==> src/rtl/ux607_sram_2port_arb_pkg.sv <==
// ux607_sram_2port_arb_pkg: port-index encoding and width helper for the SRAM 2-port arbiter
package ux607_sram_2port_arb_pkg;
  typedef enum logic {PORT_CORE = 1'b0, PORT_DMA = 1'b1} port_e;
  function automatic int clog2(input int v);
    int r;
    r = 0;
    while ((1 << r) < v) r++;
    return r;
  endfunction
endpackage

==> src/rtl/ux607_arb_tag_fifo.sv <==
// ux607_arb_tag_fifo: in-order FIFO of granted port indices for outstanding commands
module ux607_arb_tag_fifo
  import ux607_sram_2port_arb_pkg::*;
#(
  parameter int DP = 2
) (
  input  logic  clk,
  input  logic  rst_n,
  input  logic  i_push,
  input  port_e i_data,
  input  logic  i_pop,
  output port_e o_head,
  output logic  o_full,
  output logic  o_empty
);
  localparam int PW = (DP > 1) ? clog2(DP) : 1;
  localparam int CW = clog2(DP + 1);
  port_e          r_mem [DP];
  logic [PW-1:0]  r_wptr;
  logic [PW-1:0]  r_rptr;
  logic [CW-1:0]  r_cnt;
  // tag storage, written at the write pointer on push
  always_ff @(posedge clk) begin
    if (i_push) r_mem[r_wptr] <= i_data;
  end
  // pointers wrap at DP; count tracks push minus pop
  always_ff @(posedge clk or negedge rst_n) begin
    if (!rst_n) begin
      r_wptr <= '0;
      r_rptr <= '0;
      r_cnt  <= '0;
    end else begin
      if (i_push) r_wptr <= (r_wptr == PW'(DP - 1)) ? '0 : r_wptr + PW'(1);
      if (i_pop)  r_rptr <= (r_rptr == PW'(DP - 1)) ? '0 : r_rptr + PW'(1);
      r_cnt <= r_cnt + CW'(i_push) - CW'(i_pop);
    end
  end
  assign o_head  = r_mem[r_rptr];
  assign o_full  = (r_cnt == CW'(DP));
  assign o_empty = (r_cnt == '0);
endmodule

==> src/rtl/ux607_sram_2port_arb.sv <==
// ux607_sram_2port_arb: shares one SRAM uop cmd/rsp channel between core LSU (p0) and DMA (p1)
module ux607_sram_2port_arb
  import ux607_sram_2port_arb_pkg::*;
#(
  parameter int DW         = 32,
  parameter int MW         = 4,
  parameter int AW         = 32,
  parameter int USR_W      = 3,
  parameter int OUTS_DP    = 2,
  parameter int STARVE_MAX = 4
) (
  input  logic             clk,
  input  logic             rst_n,
  input  logic             p0_cmd_valid,
  output logic             p0_cmd_ready,
  input  logic             p0_cmd_read,
  input  logic [AW-1:0]    p0_cmd_addr,
  input  logic [DW-1:0]    p0_cmd_wdata,
  input  logic [MW-1:0]    p0_cmd_wmask,
  input  logic [1:0]       p0_cmd_size,
  input  logic [USR_W-1:0] p0_cmd_usr,
  output logic             p0_rsp_valid,
  input  logic             p0_rsp_ready,
  output logic             p0_rsp_err,
  output logic [DW-1:0]    p0_rsp_rdata,
  output logic [USR_W-1:0] p0_rsp_usr,
  input  logic             p1_cmd_valid,
  output logic             p1_cmd_ready,
  input  logic             p1_cmd_read,
  input  logic [AW-1:0]    p1_cmd_addr,
  input  logic [DW-1:0]    p1_cmd_wdata,
  input  logic [MW-1:0]    p1_cmd_wmask,
  input  logic [1:0]       p1_cmd_size,
  input  logic [USR_W-1:0] p1_cmd_usr,
  output logic             p1_rsp_valid,
  input  logic             p1_rsp_ready,
  output logic             p1_rsp_err,
  output logic [DW-1:0]    p1_rsp_rdata,
  output logic [USR_W-1:0] p1_rsp_usr,
  output logic             o_cmd_valid,
  input  logic             o_cmd_ready,
  output logic             o_cmd_read,
  output logic [AW-1:0]    o_cmd_addr,
  output logic [DW-1:0]    o_cmd_wdata,
  output logic [MW-1:0]    o_cmd_wmask,
  output logic [1:0]       o_cmd_size,
  output logic [USR_W-1:0] o_cmd_usr,
  input  logic             o_rsp_valid,
  output logic             o_rsp_ready,
  input  logic             o_rsp_err,
  input  logic [DW-1:0]    o_rsp_rdata,
  input  logic [USR_W-1:0] o_rsp_usr,
  output logic             arb_active
);
  localparam int SW = clog2(STARVE_MAX + 1);
  logic [SW-1:0] r_starve;
  logic          w_prio1;
  logic          w_gnt0;
  logic          w_gnt1;
  logic          w_full;
  logic          w_empty;
  logic          w_push;
  logic          w_pop;
  port_e         w_head;
  assign w_prio1 = (r_starve == SW'(STARVE_MAX));
  assign w_gnt1  = p1_cmd_valid & (~p0_cmd_valid | w_prio1);
  assign w_gnt0  = p0_cmd_valid & ~w_gnt1;
  // readies ignore a same-cycle pop so no combinational path runs from rsp_ready to cmd_ready
  assign o_cmd_valid  = rst_n & (p0_cmd_valid | p1_cmd_valid) & ~w_full;
  assign p0_cmd_ready = rst_n & w_gnt0 & o_cmd_ready & ~w_full;
  assign p1_cmd_ready = rst_n & w_gnt1 & o_cmd_ready & ~w_full;
  assign o_cmd_read   = w_gnt1 ? p1_cmd_read  : p0_cmd_read;
  assign o_cmd_addr   = w_gnt1 ? p1_cmd_addr  : p0_cmd_addr;
  assign o_cmd_wdata  = w_gnt1 ? p1_cmd_wdata : p0_cmd_wdata;
  assign o_cmd_wmask  = w_gnt1 ? p1_cmd_wmask : p0_cmd_wmask;
  assign o_cmd_size   = w_gnt1 ? p1_cmd_size  : p0_cmd_size;
  assign o_cmd_usr    = w_gnt1 ? p1_cmd_usr   : p0_cmd_usr;
  assign w_push = o_cmd_valid & o_cmd_ready;
  assign w_pop  = o_rsp_valid & o_rsp_ready;
  ux607_arb_tag_fifo #(.DP(OUTS_DP)) u_tag_fifo (
    .clk     (clk),
    .rst_n   (rst_n),
    .i_push  (w_push),
    .i_data  (port_e'(w_gnt1)),
    .i_pop   (w_pop),
    .o_head  (w_head),
    .o_full  (w_full),
    .o_empty (w_empty)
  );
  assign p0_rsp_valid = o_rsp_valid & ~w_empty & (w_head == PORT_CORE);
  assign p1_rsp_valid = o_rsp_valid & ~w_empty & (w_head == PORT_DMA);
  assign o_rsp_ready  = ~w_empty & ((w_head == PORT_DMA) ? p1_rsp_ready : p0_rsp_ready);
  assign p0_rsp_err   = o_rsp_err;
  assign p1_rsp_err   = o_rsp_err;
  assign p0_rsp_rdata = o_rsp_rdata;
  assign p1_rsp_rdata = o_rsp_rdata;
  assign p0_rsp_usr   = o_rsp_usr;
  assign p1_rsp_usr   = o_rsp_usr;
  assign arb_active   = p0_cmd_valid | p1_cmd_valid | ~w_empty;
  // count cycles port 1 waits; saturate so priority holds until it is accepted
  always_ff @(posedge clk or negedge rst_n) begin
    if (!rst_n) r_starve <= '0;
    else r_starve <= (p1_cmd_valid & ~p1_cmd_ready) ? (w_prio1 ? r_starve : r_starve + SW'(1)) : '0;
  end
  // a response with no outstanding tag has nowhere to go
  a_rsp_has_tag: assert property (@(posedge clk) disable iff (!rst_n) !(o_rsp_valid && w_empty));
endmodule
==> config.mk <==
export PLATFORM = sky130hd
export DESIGN_NAME = ux607_sram_2port_arb
export DESIGN_NICKNAME = d
export VERILOG_FILES = /design/src/rtl/ux607_sram_2port_arb_pkg.sv /design/src/rtl/ux607_arb_tag_fifo.sv /design/src/rtl/ux607_sram_2port_arb.sv
export SDC_FILE = /design/constraint.sdc
export NUM_CORES = 1
export LEC_CHECK = 0
export ABC_AREA = 1
export BUFFER_PORTS_ARGS = -buffer_cell sky130_fd_sc_hd__buf_4
export CORE_AREA = 5 5 132 134
export DETAILED_ROUTE_END_ITERATION = 12
export DIE_AREA = 0 0 137 139
export GPL_ROUTABILITY_DRIVEN = 0
export SLEW_MARGIN = 20
export SYNTH_ARGS = -nofsm -noshare
export SYNTH_HDL_FRONTEND = slang
export SYNTH_SLANG_ARGS = --single-unit
==> constraint.sdc <==
create_clock -name clk -period 2 [get_ports clk]
set_input_delay 0.1 -clock clk [delete_from_list [all_inputs] [get_ports clk]]
set_output_delay 0.1 -clock clk [all_outputs]
set_load 0.01 [all_outputs]
==> results of run 1 <==
routing by layer:
layer	share of wire [%]	wire, um
met5	0	0
met4	1.3	121
met3	16	1480
met2	46	4300
met1	37	3500
metrics by stage:
stage / instances / util [%]
CTS: 758 / 22.1
floorplan: 381 / -
detailed placement: 753 / 21.5
global route: 762 / 22.8
finish: 762 / 22.8
global placement: 753 / 21.5
cell families after synthesis:
| family | synth area share (%) |
|---|---|
| AOI/OAI and AO/OA | 1.23 |
| xor gates and xnor gates | 1.29 |
| adders and majority gates | 2.46 |
| buffers and inverters | 35.4 |
| DFF | 11.6 |
| and+or+nand+nor | 48.1 |
worst max-delay path by stage:
stage                                               end  cells after the start
after CTS                                o_cmd_wmask[2]                      9
final                                      o_cmd_usr[2]                     10
after floorplan           u_tag_fifo.r_cnt[1]$_DFF_PN0_                      8
after global placement                   o_cmd_wmask[0]                      9
after detailed placement                 o_cmd_addr[26]                      9
after global routing                      o_cmd_size[1]                     10
synthesized netlist by cell type:
| cell type | count | area (sq um) |
|---|---|---|
| nand3_1 | 4 | 20.0 |
| a21oi_1 | 2 | 10.0 |
| edfxtp_1 | 2 | 60.1 |
| inv_2 | 1 | 3.75 |
| inv_1 | 14 | 52.6 |
| ha_1 | 4 | 50.1 |
| buf_6 | 7 | 78.8 |
| xnor2_1 | 2 | 17.5 |
| buf_2 | 8 | 40.0 |
| nand2_1 | 238 | 893 |
| xor2_1 | 1 | 8.76 |
| nand4_1 | 1 | 6.26 |
| nor2_1 | 12 | 45.0 |
| dfrtp_1 | 7 | 175 |
| buf_4 | 72 | 541 |
| clkbuf_1 | 1 | 3.75 |
| nand2_2 | 2 | 12.5 |
| o21ai_0 | 3 | 15.0 |
flip-flops by register name, summed over array words and instances (netlist names):
signal / cells
u_tag_fifo.r_mem: 2
u_tag_fifo.r_rptr: 1
u_tag_fifo.r_wptr: 1
u_tag_fifo.r_cnt: 2
r_starve: 3
area by class of cell:
cell class	instances	area share, %
tap	220	7.48
timing repair buffer	245	52.7
multi-input combinational	269	29.4
sequential	9	6.39
clock buffer	4	2.14
inverter	15	1.87
power by group through the flow:
stage	clock [mW]	sequential, mW	combinational [mW]
global route	0.374	0.308	1.43
finish	0.355	0.297	1.29
CTS	0.360	0.298	1.25
global placement	0	0.297	1.23
floorplan	0	0.290	0.744
detailed placement	0	0.301	1.24
critical path: cells and delay by family, from the launching register on:
| family | cells | cell delay [ns] |
|---|---|---|
| flip-flops | 1 | 0.34 |
| buffers and inverters | 4 | 0.47 |
| adder cells (fa/ha/maj) | 1 | 0.20 |
| AND/OR/NAND/NOR | 5 | 0.49 |
repair_timing:
item / CTS / global route
hold buffers: 1 / 0
buffers inserted: 0 / 1
endpoints found under the setup margin: 0 / 44
gates resized for setup: 0 / 7
hold endpoints to repair: 7 / 0
==> results.toml, run 1 <==
[final_layout]
fill_cells = 1828
nets = 739
drive_above_1_share_pct = 46.1
antenna_cells = 0
final_cell_mix = "nand2_1 (238), buf_4 (238), inv_1 (14)"
seqCellArea_sq_um = 235
syn2layout_area_growth_pct = 81.0
design_area_sq_mm = 0.00368
multi_input_area_sq_mm = 0.00108

[pwr]
total_power_mw = 1.94
intPower_mw = 1.20
vdd_drop_max_uv = 317
p_switching_uw = 745
power_frac_seq_pct = 15.3
power.density_mw_per_mm2 = 527
p_sw_share_pct = 38.4
p_comb_share_pct = 66.4
p_clk_share_pct = 18.3
power_leakage_nw = 2.22

[hold_path]
hold_depth = 3
hold-path-endpoint = "u_tag_fifo.r_wptr$_DFFE_PN0P_"
hp-class = "input pin to flip-flop"
hp-start = "o_cmd_ready"

[grt]
grt_pass1_vias = 2522
grt-ovfl-total = 0
top_usage_layer = "met2"
grt_pass1_wl_um = 12200
antenna_found_initial = 0
met3_usage_pct = 4.21
met2_usage_pct = 13.4
grt_max_degree = 77
gr-usage-met1_pct = 8.55
gr-usage-all-layers_pct = 7.85

[synthesis]
netlist_area_sq_mm = 0.00203
yosysWarnings = 0
ys_seq_area_share_pct = 11.6
syn_inst = 381
avgSynthCellArea_sq_um = 5.34
syn-num-nets = 577
ys_ff_latch = 9
ys_types = 18

[clock_network]
clk_latency_ns = 0.23
clock-sinks = 9
cts.path.max_buffers = 2
cts_root_buffer = "clkbuf_16"
clk_pin_slew_worst_paths_ns = 0.04
cts_inserted_buffers = 3
htreeDepth = 1
cts_tree = "done"

[setup_path]
crit_chain = "inv_1 > ha_1 > nand2_2 > nand2_1 > nand2_4 > clkinv_8 > buf_12 > nand2_1 > nand2_1 > buf_4"
required_ns = 1.90
critPathCaptureType = "output port"
cp_common_cell = "nand2_1"
cp-start-kind = "flip-flop"
critical_path_class = "flip-flop to output port"
r2r_end = "r_starve[1]$_DFFE_PN0P_"
crit_fanout = 20
arrival_ns = 1.76
crit_start = "r_starve[0]$_DFFE_PN0P_"
ff2ff_path_depth = 8
r2r-start = "r_starve[0]$_DFFE_PN0P_"
slowest_delay_ns = 0.34
cp_slowest_cell = "dfrtp_1"
reg2reg_slack_ns = 0.30

[floorplan]
start_util_pct = 12.6
die_area_sq_mm = 0.0190
rows = 47
fp.dieW_um = 137
core_sq_mm = 0.0162
io_pins = 345
die_h_um = 139

[place]
place_area_sq_mm = 0.00348
dpl_worst_slack_ns = 0.358
io_buffers = 236
hpwlAfterDp_um = 7170

[timing]
tightest_slew_ns = 0.295
fmax_mhz = 539
fin_ws_ns = 0.143
relSlewSlack_pct = 80.1
finalHoldViolCount = 0
finalSetupViolations = 0
rsz0062_at_grt = "false"
maxSlewViolCount = 0
clock_skew_ns = 0.000631
hold_ws_ns = 0.156
min_period_ns = 1.86
period_share_pct = 92.8
finalSetupTns_ns = 0

[detailed_routing]
final_antenna_net_count = 0
drt-total-wl_um = 9400
viasPerCell = 3.55
drc = 0
dr.pass1.iters = 4
wl_per_cell_um = 12.3
drt_iter0_drc = 93
vias = 2707

[status]
outcome = "finished clean"

[job]
cap_viol_max_count = 0
No activity file was read; power rests on OpenSTA's default activity.
==> run 2: changes to the inputs <==
--- a/config.mk
+++ b/config.mk
@@ -7,10 +7,11 @@
 export LEC_CHECK = 0
 export ABC_AREA = 1
 export BUFFER_PORTS_ARGS = -buffer_cell sky130_fd_sc_hd__buf_4
-export CORE_AREA = 5 5 132 134
+export CORE_AREA = 5 5 131 133
 export DETAILED_ROUTE_END_ITERATION = 12
-export DIE_AREA = 0 0 137 139
+export DIE_AREA = 0 0 136 138
 export GPL_ROUTABILITY_DRIVEN = 0
+export PLACE_DENSITY_LB_ADDON = 0.08
 export SLEW_MARGIN = 20
 export SYNTH_ARGS = -nofsm -noshare
 export SYNTH_HDL_FRONTEND = slang
==> constraint.sdc (replaced) <==
create_clock -name clk -period 2.2 [get_ports clk]
set_input_delay 0.55 -clock clk [delete_from_list [all_inputs] [get_ports clk]]
set_output_delay 0.55 -clock clk [all_outputs]
set_load 0.01 [all_outputs]
==> results.toml, run 2 (synthesis gave the netlist of run 1 again) <==
[status]
outcome = "finished clean"

[place]
io_buffers = 236
place_area_sq_mm = 0.00349
hpwlAfterDp_um = 7940

[setup_path]
critical_path_class = "flip-flop to output port"
cp_slowest_cell = "dfrtp_1"
crit_chain = "inv_2 > ha_4 > nand2_4 > nand2_4 > nand2_8 > inv_16 > clkbuf_16 > nand2_1 > nand2_1 > buf_4"
required_ns = 1.65
critPathCaptureType = "output port"
arrival_ns = 1.63
critPathBufInv = 4
cp-start-kind = "flip-flop"
slowest_delay_ns = 0.38
crit_family = "buffers and inverters"
crit_fanout = 8

[floorplan]
die_h_um = 138
start_util_pct = 12.9
core_sq_mm = 0.0157
die_area_sq_mm = 0.0188
rows = 46
fp.dieW_um = 136
io_pins = 345

[detailed_routing]
vias = 2828
wl_per_cell_um = 14.9
final_antenna_net_count = 0
viasPerCell = 3.68
drt-total-wl_um = 11500
drt_iter0_drc = 56
dr.pass1.iters = 4
drc = 0

[clock_network]
postCtsHoldBufs = 0
cts.path.max_buffers = 2
clock-sinks = 9
clk_pin_slew_worst_paths_ns = 0.04
cts_root_buffer = "clkbuf_16"
cts_tree = "done"
cts_inserted_buffers = 3
clk_latency_ns = 0.23
htreeDepth = 1

[final_layout]
largest_reg_flops = 3
antenna_cells = 0
fill_cells = 1787
final_cell_mix = "buf_4 (204), nand2_1 (174), nand2_2 (48)"
syn2layout_area_growth_pct = 112
drive_above_1_share_pct = 59.7
design_area_sq_mm = 0.00431
reg.largest.list = "r_starve (3), u_tag_fifo.r_cnt (2), u_tag_fifo.r_mem (2)"
top_register = "r_starve"
nets = 750
finish.utilization_pct = 27.4
final_common_cell = "buf_4"

[timing]
relSlewSlack_pct = 76.7
rsz0062_at_grt = "true"
maxSlewViolCount = 0
tightest_slew_ns = 0.345
min_period_ns = 2.18
finalSetupViolations = 0
period_share_pct = 99.3
finalHoldViolCount = 0
fmax_mhz = 458
clock_skew_ns = 0.00161

[pwr]
p_comb_share_pct = 70.7
power_frac_seq_pct = 13.6
p_clk_share_pct = 15.7
p_switching_uw = 779
vdd_drop_max_uv = 207
power_leakage_nw = 2.48
p_sw_share_pct = 38.7
power.density_mw_per_mm2 = 466
intPower_mw = 1.23

[hold_path]
hp-class = "input pin to asynchronous set/reset pin"

[grt]
gr-usage-all-layers_pct = 9.51
grt-ovfl-total = 0
grt_pass1_wl_um = 14400
grt_max_degree = 41
grt_pass1_vias = 2878
antenna_found_initial = 0

[job]
cap_viol_max_count = 0
run 2: layout make-up:
class	instances	area, sq um	area share (%)
repair inverters	1	11.3	0.261
clock buffers	4	78.8	1.83
inverters	15	72.6	1.68
repair buffers	255	2290	53.1
well taps	216	270	6.27
flip-flops and latches	9	235	5.46
multi-input cells	269	1350	31.4
run 2: worst paths after layout:
path	depth (start not counted)	endpoint	start	slack, ns
setup / recovery	10	o_cmd_wdata[15]	r_starve[1]$_DFFE_PN0P_	0.02
hold / removal	1	u_tag_fifo.r_cnt[0]$_DFF_PN0_	rst_n	0.14
setup reg to reg	8	r_starve[2]$_DFFE_PN0P_	r_starve[1]$_DFFE_PN0P_	0.56
hold reg to reg	2	u_tag_fifo.r_wptr$_DFFE_PN0P_	u_tag_fifo.r_wptr$_DFFE_PN0P_	0.48
max in group asynchronous	1	u_tag_fifo.r_wptr$_DFFE_PN0P_	rst_n	1.93
min in group clk	2	u_tag_fifo.r_wptr$_DFFE_PN0P_	u_tag_fifo.r_wptr$_DFFE_PN0P_	0.48
run 2: metal layers:
layer / global-route usage (%) / wire length [um]
met1: 9.00 / 4050
met2: 18.7 / 5970
met3: 4.21 / 1380
met4: 1.59 / 93
met5: 0 / 0
run 2: power groups by stage:
| stage | Combinational, mW | Sequential [mW] | Clock, mW |
|---|---|---|---|
| finish | 1.42 | 0.273 | 0.316 |
| global placement | 1.15 | 0.270 | 0 |
| detailed placement | 1.14 | 0.271 | 0 |
| global route | 1.57 | 0.280 | 0.336 |
| CTS | 1.21 | 0.269 | 0.326 |
| floorplan | 0.676 | 0.264 | 0 |
run 2: repair_timing:
action | CTS | global route
setup endpoints to repair | 75 | 75
cloned | 2 | 11
gates resized for setup | 9 | 124
buffers inserted | 4 | 1
pin swaps | 2 | 26
run 2: per-stage QoR:
| step | power (mW) | TNS [ns] | std cells | hold slack (ns) | setup slack, ns |
|---|---|---|---|---|---|
| after CTS | 1.80 | -1.17 | 759 | 0.135 | -0.0401 |
| after detailed placement | 1.41 | 0 | 749 | 0.384 | 0.125 |
| after floorplan | 0.940 | 0 | 381 | 0.254 | 0.361 |
| final | 2.01 | 0 | 769 | 0.136 | 0.0153 |
| after global placement | 1.42 | 0 | 749 | 0.384 | 0.139 |
| after global routing | 2.18 | -3.79 | 769 | 0.140 | -0.0750 |
==> run 3: changes to the inputs <==
--- a/config.mk
+++ b/config.mk
@@ -5,12 +5,12 @@
 export SDC_FILE = /design/constraint.sdc
 export NUM_CORES = 1
 export LEC_CHECK = 0
-export ABC_AREA = 1
+export ABC_AREA = 0
 export BUFFER_PORTS_ARGS = -buffer_cell sky130_fd_sc_hd__buf_4
-export CORE_AREA = 5 5 131 133
+export CORE_AREA = 5 5 130 132
 export DETAILED_ROUTE_END_ITERATION = 12
-export DIE_AREA = 0 0 136 138
-export GPL_ROUTABILITY_DRIVEN = 0
+export DIE_AREA = 0 0 135 137
+export GPL_ROUTABILITY_DRIVEN = 1
 export PLACE_DENSITY_LB_ADDON = 0.08
 export SLEW_MARGIN = 20
 export SYNTH_ARGS = -nofsm -noshare
==> results.toml, run 3 <==
[synthesis]
synth_top_family_by_area = "multiplexers"
netlist_top_cells_area = "mux2_2 (33%), buf_4 (29%), mux2_1 (9.0%), dfrtp_1 (8.8%), edfxtp_1 (3.0%)"
synth_compound_area_share_pct = 3.31
ys_types = 25
syn_inst = 210
synth-edff-count = 2
ys_seq_area_share_pct = 11.8
synth_top_cells_by_count = "buf_4 (77), mux2_2 (58), mux2_1 (16)"
netlist_area_sq_mm = 0.00200
async_flop_share_pct = 77.8
synth_xor_area_share_pct = 2.19
synthSimpleGateAreaFrac_pct = 5.57
syn-num-nets = 406
avgSynthCellArea_sq_um = 9.53
yosysWarnings = 0
synth_fa_ha_area_share_pct = 2.50
ys.flop_type = "dfrtp_1"
synthMuxAreaShare_pct = 43.2
ys_ff_latch = 9
synth_top_area_share_pct = 32.6
yosys.area.top_type = "mux2_2"
synth_most_common_cell = "buf_4"

[setup_path]
critical_path_class = "flip-flop to output port"
critPathCaptureType = "output port"
required_ns = 1.65
r2r-start = "u_tag_fifo.r_cnt[1]$_DFF_PN0_"
crit_end = "o_cmd_wdata[7]"
r2r_end = "u_tag_fifo.r_cnt[1]$_DFF_PN0_"
arrival_ns = 1.94
ff2ff_path_depth = 8
cp-start-kind = "flip-flop"
crit_fanout = 5
crit_start = "r_starve[1]$_DFFE_PN0P_"
reg2reg_slack_ns = 0.32

[clock_network]
cts.path.max_buffers = 2
clock-sinks = 9
cts_inserted_buffers = 3
htreeDepth = 1
cts_tree = "done"
clk_pin_slew_worst_paths_ns = 0.04
cts_root_buffer = "clkbuf_16"
clk_latency_ns = 0.24

[timing]
rsz0062_at_grt = "true"
fmax_mhz = 402
tightest_slew_ns = 0.310
finalSetupViolations = 76
finalHoldViolCount = 0
hold_ws_ns = 0.223
relSlewSlack_pct = 79.2
maxSlewViolCount = 0
clock_skew_ns = 0.00252
min_period_ns = 2.49
period_share_pct = 113
fin_ws_ns = -0.290

[floorplan]
die_h_um = 137
start_util_pct = 12.8
core_sq_mm = 0.0156
rows = 46
fp.dieW_um = 135
io_pins = 345
die_area_sq_mm = 0.0185

[pwr]
vdd_drop_max_uv = 231
power_leakage_nw = 2.28
power.density_mw_per_mm2 = 406

[final_layout]
syn2layout_area_growth_pct = 126
antenna_cells = 0
fin_cells = 621
top_register = "r_starve"
reg.largest.list = "r_starve (3), u_tag_fifo.r_cnt (2), u_tag_fifo.r_mem (2)"
drive_above_1_share_pct = 87.4
largest_reg_flops = 3
nets = 602
final_common_cell = "buf_4"
final_cell_mix = "buf_4 (188), buf_6 (67), mux2_4 (63)"

[status]
violations = "setup timing"
outcome = "finished, violations left"

[detailed_routing]
final_antenna_net_count = 0
drt_iter0_drc = 36
dr.pass1.iters = 4
drc = 0
viasPerCell = 3.57
vias = 2214
drt-total-wl_um = 10800
wl_per_cell_um = 17.4

[place]
hpwlAfterDp_um = 8070
io_buffers = 236
dp_cells = 598
gp_congestion = 0.700

[grt]
grt-ovfl-total = 0
grt_pass1_vias = 2393
grt_pass1_wl_um = 13600
gr-usage-all-layers_pct = 9.45
antenna_found_initial = 0
grt_max_degree = 21

[job]
cap_viol_max_count = 0

[hold_path]
hp-class = "input pin to asynchronous set/reset pin"
==> run 3: changes by cell type in the layout (fill, tap and decap cells not counted), sizes merged, moves of 4 or more <==
| cell | previous run | this run |
|---|---|---|
| clkbuf | 13 | 8 |
| buf | 246 | 266 |
| mux2 | 0 | 74 |
| inv | 16 | 5 |
| nand2 | 240 | 5 |
| nor3 | 0 | 4 |
| nor2 | 12 | 5 |
==> run 3: worst min-delay path by stage <==
stage	start	end	slack, ns	depth (start not counted)
2_1_floorplan	rst_n	r_starve[0]$_DFFE_PN0P_	0.25	0
5_1_grt	rst_n	u_tag_fifo.r_cnt[0]$_DFF_PN0_	0.23	2
6_report	rst_n	u_tag_fifo.r_cnt[1]$_DFF_PN0_	0.22	2
3_3_place_gp	rst_n	u_tag_fifo.r_cnt[1]$_DFF_PN0_	0.48	2
4_1_cts	rst_n	u_tag_fifo.r_cnt[1]$_DFF_PN0_	0.23	2
3_5_place_dp	rst_n	u_tag_fifo.r_cnt[1]$_DFF_PN0_	0.48	2
==> run 3: cell type report <==
| class | count | area [sq um] |
|---|---|---|
| clock buffers | 3 | 75.1 |
| flip-flops and latches | 9 | 235 |
| fillers | 1667 | 11100 |
| repair buffers | 271 | 2520 |
| well taps | 216 | 270 |
| inverters | 5 | 18.8 |
| multi-input cells | 116 | 1400 |
| clock inverters | 1 | 5.00 |
==> run 3: cell families (layout without fill, tap and decap cells) <==
family / Yosys count / in the layout
and+or+nand+nor: 22 / 22
DFF: 9 / 9
AOI/OAI and AO/OA: 8 / 8
xor gates and xnor gates: 5 / 5
buffers and inverters: 85 / 280
adders and majority gates: 4 / 4
muxes: 77 / 77
==> run 3: worst max-delay path, stage by stage, from the launching register on <==
cell and delay (ns):
dfrtp_1 0.38, inv_2 0.08, ha_4 0.14, nand2_4 0.06
a21oi_4 0.20, buf_8 0.15, buf_6 0.12, clkbuf_16 0.14
mux2_4 0.30, buf_6 0.12
==> run 3: power breakdown <==
| part | internal [mW] | switching [mW] |
|---|---|---|
| registers | 0.224 | 0.0569 |
| clock network | 0.240 | 0.0880 |
| logic | 0.795 | 0.434 |
==> run 3: through the flow <==
step / area, sq um / util (%) / setup WS, ns / setup TNS, ns / power (mW)
after floorplan: 2000 / - / 0.0621 / 0 / 0.821
after global placement: 3580 / 22.9 / -0.0803 / -2.76 / 1.25
after detailed placement: 3580 / 22.9 / -0.0730 / -2.86 / 1.24
after CTS: 3800 / 24.4 / -0.290 / -19.68 / 1.63
after global routing: 4530 / 29.0 / -0.368 / -23.67 / 1.97
final: 4530 / 29.0 / -0.290 / -18.07 / 1.84
==> run 3: per-layer routing <==
layer	share of wire (%)	GRT usage (%)	up-vias	routed length, um
li1	-	-	1040	-
met1	35	9.34	992	3750
met2	54	18.3	174	5820
met3	11	4.56	8	1220
met4	0.42	1.29	0	46
met5	0	0	-	0
==> run 3: repair_timing <==
item / in CTS / in global routing
setup buffers: 2 / 8
setup endpoints to repair: 76 / 76
hold buffers: 0 / 0
cloned: 4 / 6
resized for setup: 9 / 144
pin swaps: 2 / 2
